**src/rtl/clkgate_pkg.sv**
```systemverilog
// Shared definitions for the multi-channel clock gate: channel state encoding,
// counter sizing and parameter range validation.
package clkgate_pkg;

  typedef enum logic [1:0] {
    CG_OFF  = 2'b00,
    CG_WAKE = 2'b01,
    CG_ON   = 2'b10
  } cg_state_e;

  // Counter must hold the larger of the idle and wake thresholds; never narrower than 1 bit.
  function automatic int unsigned cnt_width(input int unsigned idle_cyc, input int unsigned wake_cyc);
    int unsigned mx;
    mx = (idle_cyc > wake_cyc) ? idle_cyc : wake_cyc;
    return (mx < 32'd1) ? 32'd1 : $clog2(mx + 32'd1);
  endfunction

  function automatic bit params_ok(input int unsigned nch, input int unsigned idle_cyc,
                                   input int unsigned wake_cyc, input int unsigned auto_gate);
    return (nch >= 32'd1) && (nch <= 32'd32) &&
           (idle_cyc >= 32'd1) && (idle_cyc <= 32'd255) &&
           (wake_cyc <= 32'd255) && (auto_gate <= 32'd1);
  endfunction

endpackage

```
**src/rtl/clkgate_cell.sv**
```systemverilog
// One-bit clock gate: enable latch transparent during the CK low phase, ANDed with CK.
// Define CLKGATE_LIB_CELL to map onto the CLKGATE library cell at synthesis.
module clkgate_cell (
  input  logic CK,
  input  logic D,
  input  logic RST,
  output logic GCK,
  output logic Q
);

`ifdef CLKGATE_LIB_CELL
  CLKGATE u_lib (.CK(CK), .E(D), .RST(RST), .GCK(GCK), .Q(Q));
`else
  logic q_r;

  // Enable latch: captures D while CK is low, cleared asynchronously by RST
  always_latch begin
    if (RST) begin
      q_r <= 1'b0;
    end else if (!CK) begin
      q_r <= D;
    end
  end

  assign GCK = CK & q_r;
  assign Q   = q_r;
`endif

endmodule

```
**src/rtl/clkgate_mc.sv**
```systemverilog
// NCH independently gated clocks from root CK, each with an OFF/WAKE/ON control FSM,
// idle-driven auto-gating, wake latency with ready flag and a global scan override.
module clkgate_mc #(
  parameter int unsigned NCH      = 4,
  parameter int unsigned IDLE_CYC = 8,
  parameter int unsigned WAKE_CYC = 2,
  parameter int unsigned AUTO     = 1
) (
  input  logic           CK,
  input  logic           RST,
  input  logic           TE,
  input  logic [NCH-1:0] EN,
  input  logic [NCH-1:0] ACT,
  output logic [NCH-1:0] GCK,
  output logic [NCH-1:0] RDY,
  output logic [NCH-1:0] GATED
);
  import clkgate_pkg::*;

  localparam int unsigned   CW        = cnt_width(IDLE_CYC, WAKE_CYC);
  localparam logic [CW-1:0] IDLE_LAST = CW'(IDLE_CYC - 32'd1);
  localparam logic [CW-1:0] WAKE_LAST = CW'((WAKE_CYC == 32'd0) ? 32'd0 : (WAKE_CYC - 32'd1));
  localparam logic [CW-1:0] CNT_MAX   = {CW{1'b1}};
  localparam logic          AUTO_ON   = (AUTO != 32'd0);

  if (!params_ok(NCH, IDLE_CYC, WAKE_CYC, AUTO)) begin : g_param_err
    $fatal(1, "clkgate_mc: parameter out of range");
  end

  // Scan mode keeps the latches out of reset so test clocks free-run even under RST.
  logic cell_rst_s;
  assign cell_rst_s = RST & ~TE;

  for (genvar i = 0; i < NCH; i++) begin : g_ch
    cg_state_e     state_r, state_nxt_s;
    logic [CW-1:0] cnt_r, cnt_nxt_s;
    logic          ge_r, rdy_r, wake_s, idle_s, q_s;

    assign wake_s = EN[i] & (ACT[i] | ~AUTO_ON);
    assign idle_s = AUTO_ON & ~ACT[i];

    // Next-state and counter logic; EN low always wins over activity and counters
    always_comb begin
      state_nxt_s = state_r;
      cnt_nxt_s   = cnt_r;
      case (state_r)
        CG_OFF: begin
          cnt_nxt_s = '0;
          if (wake_s) begin
            state_nxt_s = (WAKE_CYC == 32'd0) ? CG_ON : CG_WAKE;
          end else begin
            state_nxt_s = CG_OFF;
          end
        end
        CG_WAKE: begin
          if (!EN[i]) begin
            state_nxt_s = CG_OFF;
            cnt_nxt_s   = '0;
          end else if (cnt_r == WAKE_LAST) begin
            state_nxt_s = CG_ON;
            cnt_nxt_s   = '0;
          end else begin
            cnt_nxt_s   = cnt_r + 1'b1;
          end
        end
        CG_ON: begin
          if (!EN[i]) begin
            state_nxt_s = CG_OFF;
            cnt_nxt_s   = '0;
          end else if (!idle_s) begin
            cnt_nxt_s   = '0;
          end else if (cnt_r == IDLE_LAST) begin
            state_nxt_s = CG_OFF;
            cnt_nxt_s   = '0;
          end else if (cnt_r != CNT_MAX) begin
            cnt_nxt_s   = cnt_r + 1'b1;
          end else begin
            cnt_nxt_s   = cnt_r;
          end
        end
        default: begin
          state_nxt_s = CG_OFF;
          cnt_nxt_s   = '0;
        end
      endcase
    end

    // State, counter and registered gate-enable / ready flags
    always_ff @(posedge CK or posedge RST) begin
      if (RST) begin
        state_r <= CG_OFF;
        cnt_r   <= '0;
        ge_r    <= 1'b0;
        rdy_r   <= 1'b0;
      end else begin
        state_r <= state_nxt_s;
        cnt_r   <= cnt_nxt_s;
        ge_r    <= (state_nxt_s != CG_OFF);
        rdy_r   <= (state_nxt_s == CG_ON);
      end
    end

    clkgate_cell u_cell (
      .CK  (CK),
      .D   (ge_r | TE),
      .RST (cell_rst_s),
      .GCK (GCK[i]),
      .Q   (q_s)
    );

    assign RDY[i]   = rdy_r;
    assign GATED[i] = ~q_s;
  end

endmodule

```
**config.mk**
```make
export PLATFORM = sky130hd
export DESIGN_NAME = clkgate_mc
export DESIGN_NICKNAME = d
export VERILOG_FILES = /design/src/rtl/clkgate_pkg.sv /design/src/rtl/clkgate_cell.sv /design/src/rtl/clkgate_mc.sv
export SDC_FILE = /design/constraint.sdc
export NUM_CORES = 1
export LEC_CHECK = 0
export CORE_MARGIN = 3
export CORE_UTILIZATION = 59
export CTS_BUF_LIST = sky130_fd_sc_hd__clkbuf_8
export DETAILED_ROUTE_END_ITERATION = 6
export PLACE_DENSITY = 0.86
export SETUP_SLACK_MARGIN = 0.4
export SYNTH_ARGS = -nofsm -noshare
export SYNTH_HDL_FRONTEND = slang
export SYNTH_HIERARCHICAL = 1
export SYNTH_SLANG_ARGS = --single-unit
export TNS_END_PERCENT = 30
```
**constraint.sdc**
```tcl
create_clock -name CK -period 2.1 [get_ports CK]
set_clock_uncertainty 0.05 [all_clocks]
set_input_delay 0.63 -clock CK [delete_from_list [all_inputs] [get_ports CK]]
set_output_delay 0.63 -clock CK [all_outputs]
set_load 0.02 [all_outputs]
```
==> results.py, run 1 <==
metrics = {
    "synth": {
        "yosys_warnings": 6,
        "synth_edf_count": 0,
        "synth_cell_types": 51,
        "avgSynthCellArea_um2": 9.686,
        "synth_top_area_share": 0.3626,
        "yosys_register_bits": 36,
        "synth_top_area_cell": "dfrtp_1",
        "ys.flop_type": "dfrtp_1",
        "syn_inst": 228,
        "synth.area.top_cells": "dfrtp_1 36%, ha_1 14%, inv_1 3.6%",
        "async_flop_share": 0.8889,
        "syn_nets": 263,
        "synth.cell_area_um2": 2208,
    },
    "timing": {
        "slew_viol_final": 0,
        "finalSetupViolations": 12,
        "slew_headroom": 0.7369,
        "rsz0062_at_grt": "yes",
        "fin_setup_tns_ns": -3.893,
        "setup_ws_ns": -0.5478,
        "final-hold-violation-count": 0,
        "worstMarginPinSlew_ns": 0.3947,
    },
    "die": {
        "core_area_um2": 3468,
        "die_h_um": 67.18,
        "die_area_um2": 4513,
        "die_x_um": 67.18,
        "io_pins": 23,
        "num_rows": 21,
        "initial_core_util": 0.6367,
    },
    "pwr": {
        "power_density_nw_per_um2": 645.9,
        "swShare": 0.2759,
        "power_frac_comb": 0.094,
        "power_frac_seq": 0.376,
        "switchingPower_uw": 502.1,
        "p_leak_uw": 0.001351,
        "p_int_uw": 1318,
        "clock_power_share": 0.530,
        "ir_worst_vdd_mv": 0.4009,
    },
    "place": {
        "hpwl_mm": 2.974,
        "port_buffers": 22,
        "place.gp.congestion": 0.8087,
    },
    "cts": {
        "clkLatencyLatePin_ns": 0.39,
        "path_clk_slew_ns": 0.05,
        "cts_tree": "yes",
    },
    "detailed_routing": {
        "ant_nets": 0,
        "drt_pass1_iterations": 4,
        "routed_via_density": 5.750,
        "drt_drc_violations_left": 0,
        "routed_wirelength_mm": 4.624,
        "routedWlPerCell_um": 14.82,
        "vias": 1794,
        "drt_iter0_drc": 134,
    },
    "layout": {
        "antennaDiodeCount": 0,
        "utilization": 0.8124,
        "nets": 300,
        "area_delta_synth_final_pct": 27.59,
        "drive_gt1_frac": 0.2932,
    },
    "critical_path": {
        "arrival_ns": 1.97,
        "crit_fanout": 2,
        "cp.required_ns": 1.42,
        "worstSetupPathType": "latch -> out",
        "start_kind": "latch",
        "cp-end-kind": "primary output",
    },
    "global_route": {
        "grtUsageTotal": 0.2312,
        "grt_antenna_before_repair": 0,
        "grt_first_pass_wirelength_mm": 7.665,
        "grt_max_degree": 33,
        "overflow": 0,
        "grt_pass1_vias": 1823,
    },
    "run_status": {
        "violations": "negative setup slack",
        "outcome": "finished with violations",
    },
    "flow_run": {
        "drv_cap": 0,
    },
    "worst_hold_path": {
        "worstHoldPathType": "in -> gate",
    },
}
## path summary, 6_finish.rpt
path,slack [ns],to,cells past startpoint,from
worst max-delay path,-0.55,GCK[1],2,g_ch[1].u_cell/Q
worst min-delay path,0.08,clock gate,3,TE
worst max register to register,0.21,g_ch[3].u_cell/Q,2,g_ch[3].ge_r
worst min register to register,0.49,g_ch[0].cnt_r[1],2,g_ch[0].cnt_r[1]
max in group gated,0.37,clock gate,5,RST
max in group asynchronous,1.31,g_ch[1].cnt_r[1],4,RST
min in group asynchronous,0.38,g_ch[3].rdy_r,4,RST
min in group CK,0.49,g_ch[0].cnt_r[1],2,g_ch[0].cnt_r[1]
## per-layer routing
layer / up-vias / GRT usage / routed length (um)
li1: 876 / - / -
met1: 842 / 0.2722 / 2064
met2: 55 / 0.3399 / 2127
met3: 21 / 0.09817 / 253
met4: 0 / 0.1595 / 179
met5: - / 0 / 0
## power by group through the flow
stage          registers (uW)  clock network, uW  logic, uW
2_1_floorplan             693                133       81.2
3_3_place_gp              694                198        141
3_5_place_dp              696                198        144
4_1_cts                   684                979        150
5_1_grt                   685               1040        190
6_report                  684                964        171
## worst max-delay path, stage by stage (launching register included)
cell	delay [ns]
dlxtp_1	0.34
and2_4	0.15
buf_6	0.11
## synthesized netlist by cell type (4+ instances only)
cell / number
dlxtp_1: 4
xor2_1: 4
dfrtp_1: 32
nand2_1: 16
ha_1: 24
nand3_1: 9
and2_1: 5
o21a_1: 4
inv_1: 21
o21ai_0: 11
nor2b_1: 5
buf_4: 4
or2_2: 8
nor2_1: 11
a21oi_1: 5
nand2b_1: 8
## area by class of cell
type                       count  area (um2)
clock buffer                  14       182.7
clock inverter                 2       10.01
fill                         231       650.6
inverter                      21       82.58
multi-input combinational    167        1384
sequential                    36       865.8
tap                           46       57.56
timing repair buffer          26       235.2
## state kept, by name (all words and copies together), names as in the netlist
signal	cells
g_ch.cnt_r	16
g_ch.state_r	8
g_ch.ge_r	4
g_ch.rdy_r	4
g_ch.u_cell/Q	4
## timing repair
| action | in CTS | in global routing |
|---|---|---|
| gates resized for setup | 74 | 39 |
| hold endpoints to repair | 4 | 0 |
| endpoints found under the setup margin | 23 | 42 |
| pin swaps | 4 | 11 |
| setup buffers | 2 | 0 |
| hold buffers | 1 | 0 |
## cells by family (layout without fill, tap and decap cells)
group	count (synthesis)	after routing	share of synthesized area
latches	4	4	0.02720
and+or+nand+nor	90	90	0.2516
muxes	1	1	0.004533
DFF	32	32	0.3626
AOI/OAI and AO/OA	48	48	0.1530
xor gates and xnor gates	4	4	0.01586
buffers and inverters	25	63	0.04929
adders and majority gates	24	24	0.1360
## through the flow
step | worst slack (ns) | total power (uW) | instance area, um2 | instances | hold WS, ns
6_report | -0.5478 | 1820 | 2818 | 312 | 0.08270
3_5_place_dp | -1.219 | 1038 | 2515 | 297 | 0.1329
5_1_grt | -0.6001 | 1919 | 2818 | 312 | 0.09634
4_1_cts | -0.5371 | 1813 | 2709 | 312 | 0.05373
3_3_place_gp | -1.232 | 1034 | 2515 | 297 | 0.1326
2_1_floorplan | -0.4187 | 907.2 | 2230 | 228 | -0.4470
## cell usage in the layout, fill, tap and decap left out, types with 5 or more instances in the layout
cell	synthesis	routed
a21oi_1	5	5
buf_4	4	7
buf_6	0	9
clkbuf_8	0	10
clkdlybuf4s50_1	0	6
dfrtp_1	32	28
ha_1	24	20
inv_1	21	20
nand2_1	16	15
nand2b_1	8	8
nand3_1	9	9
nor2_1	11	10
o21ai_0	11	7
o21ai_1	2	5
Note: power is estimated with default switching activity, not from simulation.
==> run 2, diff against run 1 <==
- GPL_TIMING_DRIVEN: default -> 1
==> results of run 2 <==
The final DEF is identical to that of run 1; final timing and power are the same.
